<file path="config.mk">
export PLATFORM = sky130hd
export DESIGN_NAME = filter_sequencer
export DESIGN_NICKNAME = d
export VERILOG_FILES = /design/src/rtl/filter_sequencer.sv
export SDC_FILE = /design/constraint.sdc
export NUM_CORES = 1
export LEC_CHECK = 0
export ABC_AREA = 1
export CORE_ASPECT_RATIO = 0.5
export CORE_MARGIN = 4
export CORE_UTILIZATION = 48
export DETAILED_ROUTE_END_ITERATION = 12
export PLACE_DENSITY = 0.85
export SETUP_SLACK_MARGIN = 0.1
export SLEW_MARGIN = 30
export SYNTH_ARGS = -nofsm -noshare
export SYNTH_HDL_FRONTEND = slang
export SYNTH_SLANG_ARGS = --single-unit
</file>
<file path="constraint.sdc">
create_clock -name clk -period 7.5 [get_ports clk]
set_clock_uncertainty 0.15 [all_clocks]
set_input_delay 1.875 -clock clk [delete_from_list [all_inputs] [get_ports clk]]
set_output_delay 1.875 -clock clk [all_outputs]
set_load 0.02 [all_outputs]
</file>
<file path="src/rtl/filter_sequencer.sv">
// filter_sequencer
//   Sequences one frame of pixel words through an external filter datapath.
//   A start pulse in IDLE shadows the mode and brightness coefficient. The
//   frame then runs one pixel at a time:
//     FETCH : accept one input word and register it onto filt_in
//     WAIT  : let the datapath settle for FILT_LAT cycles, then capture
//             filt_result
//     OUT   : present the result until downstream takes it
//   After the last pixel is accepted, the block pulses frame_done and returns
//   to IDLE.
//
// Parameters
//   FRAME_PIXELS : pixel words per frame (1..65535)
//   FILT_LAT     : filter datapath settle time in cycles (1..15)
//
// Ports
//   clk          : single clock, rising edge
//   n_rst        : asynchronous reset, active HIGH despite the name
//   start        : frame start pulse, ignored while busy
//   cfg_mode     : mode, shadowed onto filt_mode at frame start
//   cfg_beta     : coefficient, shadowed onto filt_beta at frame start
//   in_valid     : input word valid
//   in_data      : input word
//   in_ready     : input word accepted this cycle (FETCH only)
//   filt_in      : registered word driven to the filter datapath
//   filt_mode    : shadowed mode driven to the filter datapath
//   filt_beta    : shadowed coefficient driven to the filter datapath
//   filt_result  : filter datapath result
//   out_valid    : out_data valid (OUT only)
//   out_data     : captured filter result, held until out_ready
//   out_ready    : downstream accepts out_data
//   busy         : high in every state except IDLE
//   frame_done   : one-cycle pulse after the last pixel of a frame is taken
//   frame_count  : completed frames, 16-bit wrapping. This port exists only
//                  when FILTER_SEQ_FRAME_CNT_EN is defined.
//
// Optional feature macro: FILTER_SEQ_FRAME_CNT_EN

module filter_sequencer #(
   parameter int FRAME_PIXELS = 16,
   parameter int FILT_LAT     = 2
) (
   input  logic        clk,
   input  logic        n_rst,
   input  logic        start,
   input  logic [1:0]  cfg_mode,
   input  logic [7:0]  cfg_beta,
   input  logic        in_valid,
   input  logic [31:0] in_data,
   output logic        in_ready,
   output logic [31:0] filt_in,
   output logic [1:0]  filt_mode,
   output logic [7:0]  filt_beta,
   input  logic [31:0] filt_result,
   output logic        out_valid,
   output logic [31:0] out_data,
   input  logic        out_ready,
   output logic        busy,
   output logic        frame_done
`ifdef FILTER_SEQ_FRAME_CNT_EN
   ,
   output logic [15:0] frame_count
`endif
);

   localparam logic [15:0] LAST_PIX = 16'(FRAME_PIXELS - 1);
   localparam logic [3:0]  LAT_INIT = 4'(FILT_LAT);

   typedef enum logic [1:0] {
      IDLE  = 2'd0,
      FETCH = 2'd1,
      WAIT  = 2'd2,
      OUT   = 2'd3
   } state_t;

   state_t      state;
   state_t      nextState;
   logic [15:0] pixCnt;
   logic [3:0]  latCnt;
   logic        lastPix;
   logic        startFrame;
   logic        acceptIn;
   logic        captureOut;
   logic        acceptOut;

   assign lastPix = (pixCnt == LAST_PIX);

   always_ff @(posedge clk or posedge n_rst) begin
      if (n_rst) begin
         state <= IDLE;
      end else begin
         state <= nextState;
      end
   end

   always_comb begin
      nextState  = state;
      in_ready   = 1'b0;
      out_valid  = 1'b0;
      busy       = 1'b1;
      startFrame = 1'b0;
      acceptIn   = 1'b0;
      captureOut = 1'b0;
      acceptOut  = 1'b0;
      case (state)
         IDLE: begin
            busy = 1'b0;
            if (start) begin
               startFrame = 1'b1;
               nextState  = FETCH;
            end
         end
         FETCH: begin
            in_ready = 1'b1;
            if (in_valid) begin
               acceptIn  = 1'b1;
               nextState = WAIT;
            end
         end
         WAIT: begin
            // The <= also covers a zero count, so a bad count can never
            // hang the FSM in WAIT.
            if (latCnt <= 4'd1) begin
               captureOut = 1'b1;
               nextState  = OUT;
            end
         end
         OUT: begin
            out_valid = 1'b1;
            if (out_ready) begin
               acceptOut = 1'b1;
               nextState = lastPix ? IDLE : FETCH;
            end
         end
         default: nextState = IDLE;
      endcase
   end

   // Stage boundary: frame shadow and input register feeding the datapath.
   // Stage boundary: result capture after the settle time has elapsed.
   always_ff @(posedge clk or posedge n_rst) begin
      if (n_rst) begin
         filt_in    <= '0;
         filt_mode  <= '0;
         filt_beta  <= '0;
         out_data   <= '0;
         pixCnt     <= '0;
         latCnt     <= '0;
         frame_done <= 1'b0;
      end else begin
         frame_done <= acceptOut && lastPix;
         if (startFrame) begin
            filt_mode <= cfg_mode;
            filt_beta <= cfg_beta;
            pixCnt    <= '0;
         end
         if (acceptIn) begin
            filt_in <= in_data;
            latCnt  <= LAT_INIT;
         end else if (state == WAIT && latCnt != 4'd0) begin
            latCnt <= latCnt - 4'd1;
         end
         if (captureOut) begin
            out_data <= filt_result;
         end
         if (acceptOut && !lastPix) begin
            pixCnt <= pixCnt + 16'd1;
         end
      end
   end

`ifdef FILTER_SEQ_FRAME_CNT_EN
   // Counts on the same edge that raises frame_done, so the new value
   // appears together with the pulse. It wraps naturally at 16 bits.
   always_ff @(posedge clk or posedge n_rst) begin
      if (n_rst) begin
         frame_count <= '0;
      end else if (acceptOut && lastPix) begin
         frame_count <= frame_count + 16'd1;
      end
   end
`endif

endmodule

</file>
==> impl_metrics.csv <==
group,metric,value,unit
setup_path,startpoint_type,"input pin",
floorplan,core,8710,µm²
setup_path,timing.reg2reg.worst_path_depth,7,
setup_path,required,7.56,ns
synth,yosys_register_bits,97,
floorplan,die-width,142,µm
synth,multiplexer_area_fraction_after_synthesis,0.0263,
clock_tree,reg_clk_slew_reported_paths,0.06,ns
final_layout,ff_latch_area,2430,µm²
synth,synth_xor_area_frac,0.0143,
synth,postSynth.asyncResetShare,1.00,
final_layout,drive_gt1_frac,0.0552,
global_route,global_route.overflow_total,0,
synth,synth_edf_count,0,
setup_path,endpoint_kind,"flip-flop",
timing,timing.final.max_slew_violations,0,
timing,finalSetupViolCount,0,
synth,postSynthAreaPerCell,8.67,µm²
synth,synth_fp_nets,582,
setup_path,setup.reg_to_reg.worst_slack,4.79,ns
clock_tree,root_buffer,"clkbuf_16",
place,globalplace.congestion,0.821,
setup_path,critical_path_arrival,3.95,ns
timing,slew_headroom,0.377,
synth,ys_types,25,
drt,drt_pre_antenna_iters,4,
final_layout,finalInstanceArea,6240,µm²
flow_run,max_cap_violations,0,
synth,synth.most_common_cell,"nand2_1",
clock_tree,clock-sinks,97,
timing,final.min_clock_period,3.89,ns
final_layout,area_used_by_multi_input_combinational_logic,1610,µm²
final_layout,number_of_antenna_cells_inserted,0,
place,place.detailed.hpwl,7.51,mm
final_layout,syn_to_final_growth,45.7,%
clock_tree,cts-htree-levels,3,
timing,layout_worst_path_cycle_share,0.518,
final_layout,n_fill_cell,667,
pwr,cellLeakagePower,3.04,nW
setup_path,worstReg2RegStart,"state[1]$_DFFE_PP0P_",
drt,drt_iter0_drc,248,
synth,netlist_top_cells_count,"nand2_1 (192), dfrtp_1 (97), inv_1 (48)",
timing,fin_tns_setup,0,ns
synth,synthSimpleGateAreaFrac,0.243,
drt,route.detailed.vias_per_inst,4.76,
synth,synth-compound-area-share,0.0634,
timing,slew_at_the_pin_closest_to_its_max_slew_limit,0.932,ns
floorplan,die-height,74.8,µm
setup_path,worst-path-max-fanout,36,
timing,finalHoldViolCount,0,
setup_path,crit_path_max_delay_cell_type,"clkinv_1",
synth,synth.yosys.seq_area_share,0.567,
synth,yosys_warnings,0,
global_route,first_global_vias,3653,
place,dpl_cell_area,5930,µm²
worst_hold_path,hold_start,"filt_in[6]$_DFFE_PP0P_",
worst_hold_path,whs_path_depth,2,
worst_hold_path,whs_endpoint,"filt_in[6]$_DFFE_PP0P_",
place,port_buffers,156,
timing,fmax,257,MHz
synth,synth_top_cells_by_area,"dfrtp_1 (57%), nand2_1 (17%), o21ai_0 (4.4%)",
pwr,worst_ir_drop_vdd,196,µV
floorplan,io-pin-count,157,
synth,synthesis.instances,494,
setup_path,worstSetupPathType,"input pin to flip-flop",
floorplan,initial_utilization,0.492,
clock_tree,worstSkewPairLatency,0.34,ns
global_route,track_usage,0.207,
clock_tree,post_cts_buffers,0,
floorplan,rows,24,
timing,grt_setup_unrepaired,"false",
drt,average_detailed_routed_wire_length_per_instance,13.7,µm
global_route,grt_max_degree,77,
status,run_status,"finished clean",
synth,largest_family_of_logic_cells_by_synthesized_area,"simple AND/OR/NAND/NOR gates",
setup_path,cp_cell_sequence,"clkdlybuf4s50_1, nand2_1, buf_4, clkinv_1, a21oi_1, o21ai_0",
clock_tree,clockBufferDepth,2,
final_layout,final_nets,735,
drt,detail-route-antenna-nets,0,
synth,ys_dominant_reg_cell,"dfrtp_1",
drt,vias,3664,
global_route,first_pass_grt_wire_length,17.2,mm
setup_path,crit_path_max_incr_delay,0.81,ns
floorplan,design.die.area,10600,µm²
clock_tree,cts_inserted_buffers,9,
clock_tree,cts_repair_resize_count,0,
setup_path,reg2reg_to,"latCnt[1]$_DFFE_PP0P_",
worst_hold_path,holdCritPathClass,"flip-flop to flip-flop",
synth,synthDominantAreaCellType,"dfrtp_1",
clock_tree,cts_tree,"yes",
drt,wirelength,10.5,mm
pwr,power.density,396,nW/µm²
drt,drc,0,
timing,whs,0.329,ns
synth,synth_area,4280,µm²
global_route,antenna_violations_before_repair,0,
synth,adder_and_majority_cell_fraction_of_the_synthesized_area,0.0263,
synth,yosys.area.top_type_share,0.567,
clock_tree,postCtsHoldBufs,0,
-- through the flow --
step           cells  worst slack, ns  total power, mW   util
2_1_floorplan    494             2.94             1.46      -
3_3_place_gp     753             3.66             1.98  0.681
3_5_place_dp     753             3.62             2.02  0.681
4_1_cts          769             3.63             2.49  0.715
5_1_grt          769             3.44             2.63  0.716
6_report         769             3.61             2.47  0.716
-- registers in the layout, summed over array words and instances, names as in the netlist --
signal      flops
filt_mode       2
state           2
frame_done      1
pixCnt         16
filt_in        32
filt_beta       8
out_data       32
latCnt          4
-- final cells by class --
type / count / share of cell area
inverter: 48 / 0.0293
clock inverter: 6 / 0.00923
clock buffer: 10 / 0.0383
sequential: 97 / 0.389
multi-input combinational: 333 / 0.257
tap: 117 / 0.0235
timing repair buffer: 158 / 0.253
-- report_power, final --
part	internal, mW	switching (mW)	leakage [nW]
Combinational	0.525	0.624	1.68
Clock	0.265	0.195	0.148
Sequential	0.740	0.123	1.22
Total	1.53	0.941	3.04
-- layer usage --
layer  share of wire  track usage  vias up  routed length, µm
met2            0.55        0.388       72               5750
li1                -            -     1843                  -
met4           0.017       0.0745        0                181
met5               0            0        -                  0
met1            0.40        0.233     1733               4200
met3           0.040       0.0565       16                417
-- how the worst max path moves through the flow --
stage / start / to / slack, ns / depth (start not counted)
3_3_place_gp: in_valid / latCnt[1]$_DFFE_PP0P_ / 3.66 / 6
4_1_cts: state[1]$_DFFE_PP0P_ / in_ready / 3.63 / 3
6_report: in_valid / latCnt[1]$_DFFE_PP0P_ / 3.61 / 6
2_1_floorplan: n_rst / filt_beta[0]$_DFFE_PP0P_ / 2.94 / 1
5_1_grt: in_valid / latCnt[1]$_DFFE_PP0P_ / 3.44 / 6
3_5_place_dp: in_valid / filt_in[13]$_DFFE_PP0P_ / 3.62 / 6
-- worst max-delay path: cells and delay by family --
family	cells	cell delay, ns
buffers and inverters	3	1.56
and+or+nand+nor	1	0.07
AOI/OAI and AO/OA	2	0.44
-- cell families after synthesis --
| logic type | count (synthesis) |
|---|---|
| multiplexers | 10 |
| buffers and inverters | 64 |
| AO/OA/AOI/OAI | 50 |
| flip-flops | 97 |
| AND/OR/NAND/NOR | 257 |
| adder cells (fa/ha/maj) | 9 |
| XOR/XNOR | 7 |
-- placed cells by master, fill, tap and decap left out, drive strengths merged, types with 9 or more instances in the layout --
cell type	instances
o21ai	38
ha	9
clkdlybuf4s50	156
clkbuf	10
nor2	30
nand2	194
inv	47
nand3	28
mux2	10
dfrtp	97
(Power assumes the default switching activity.)
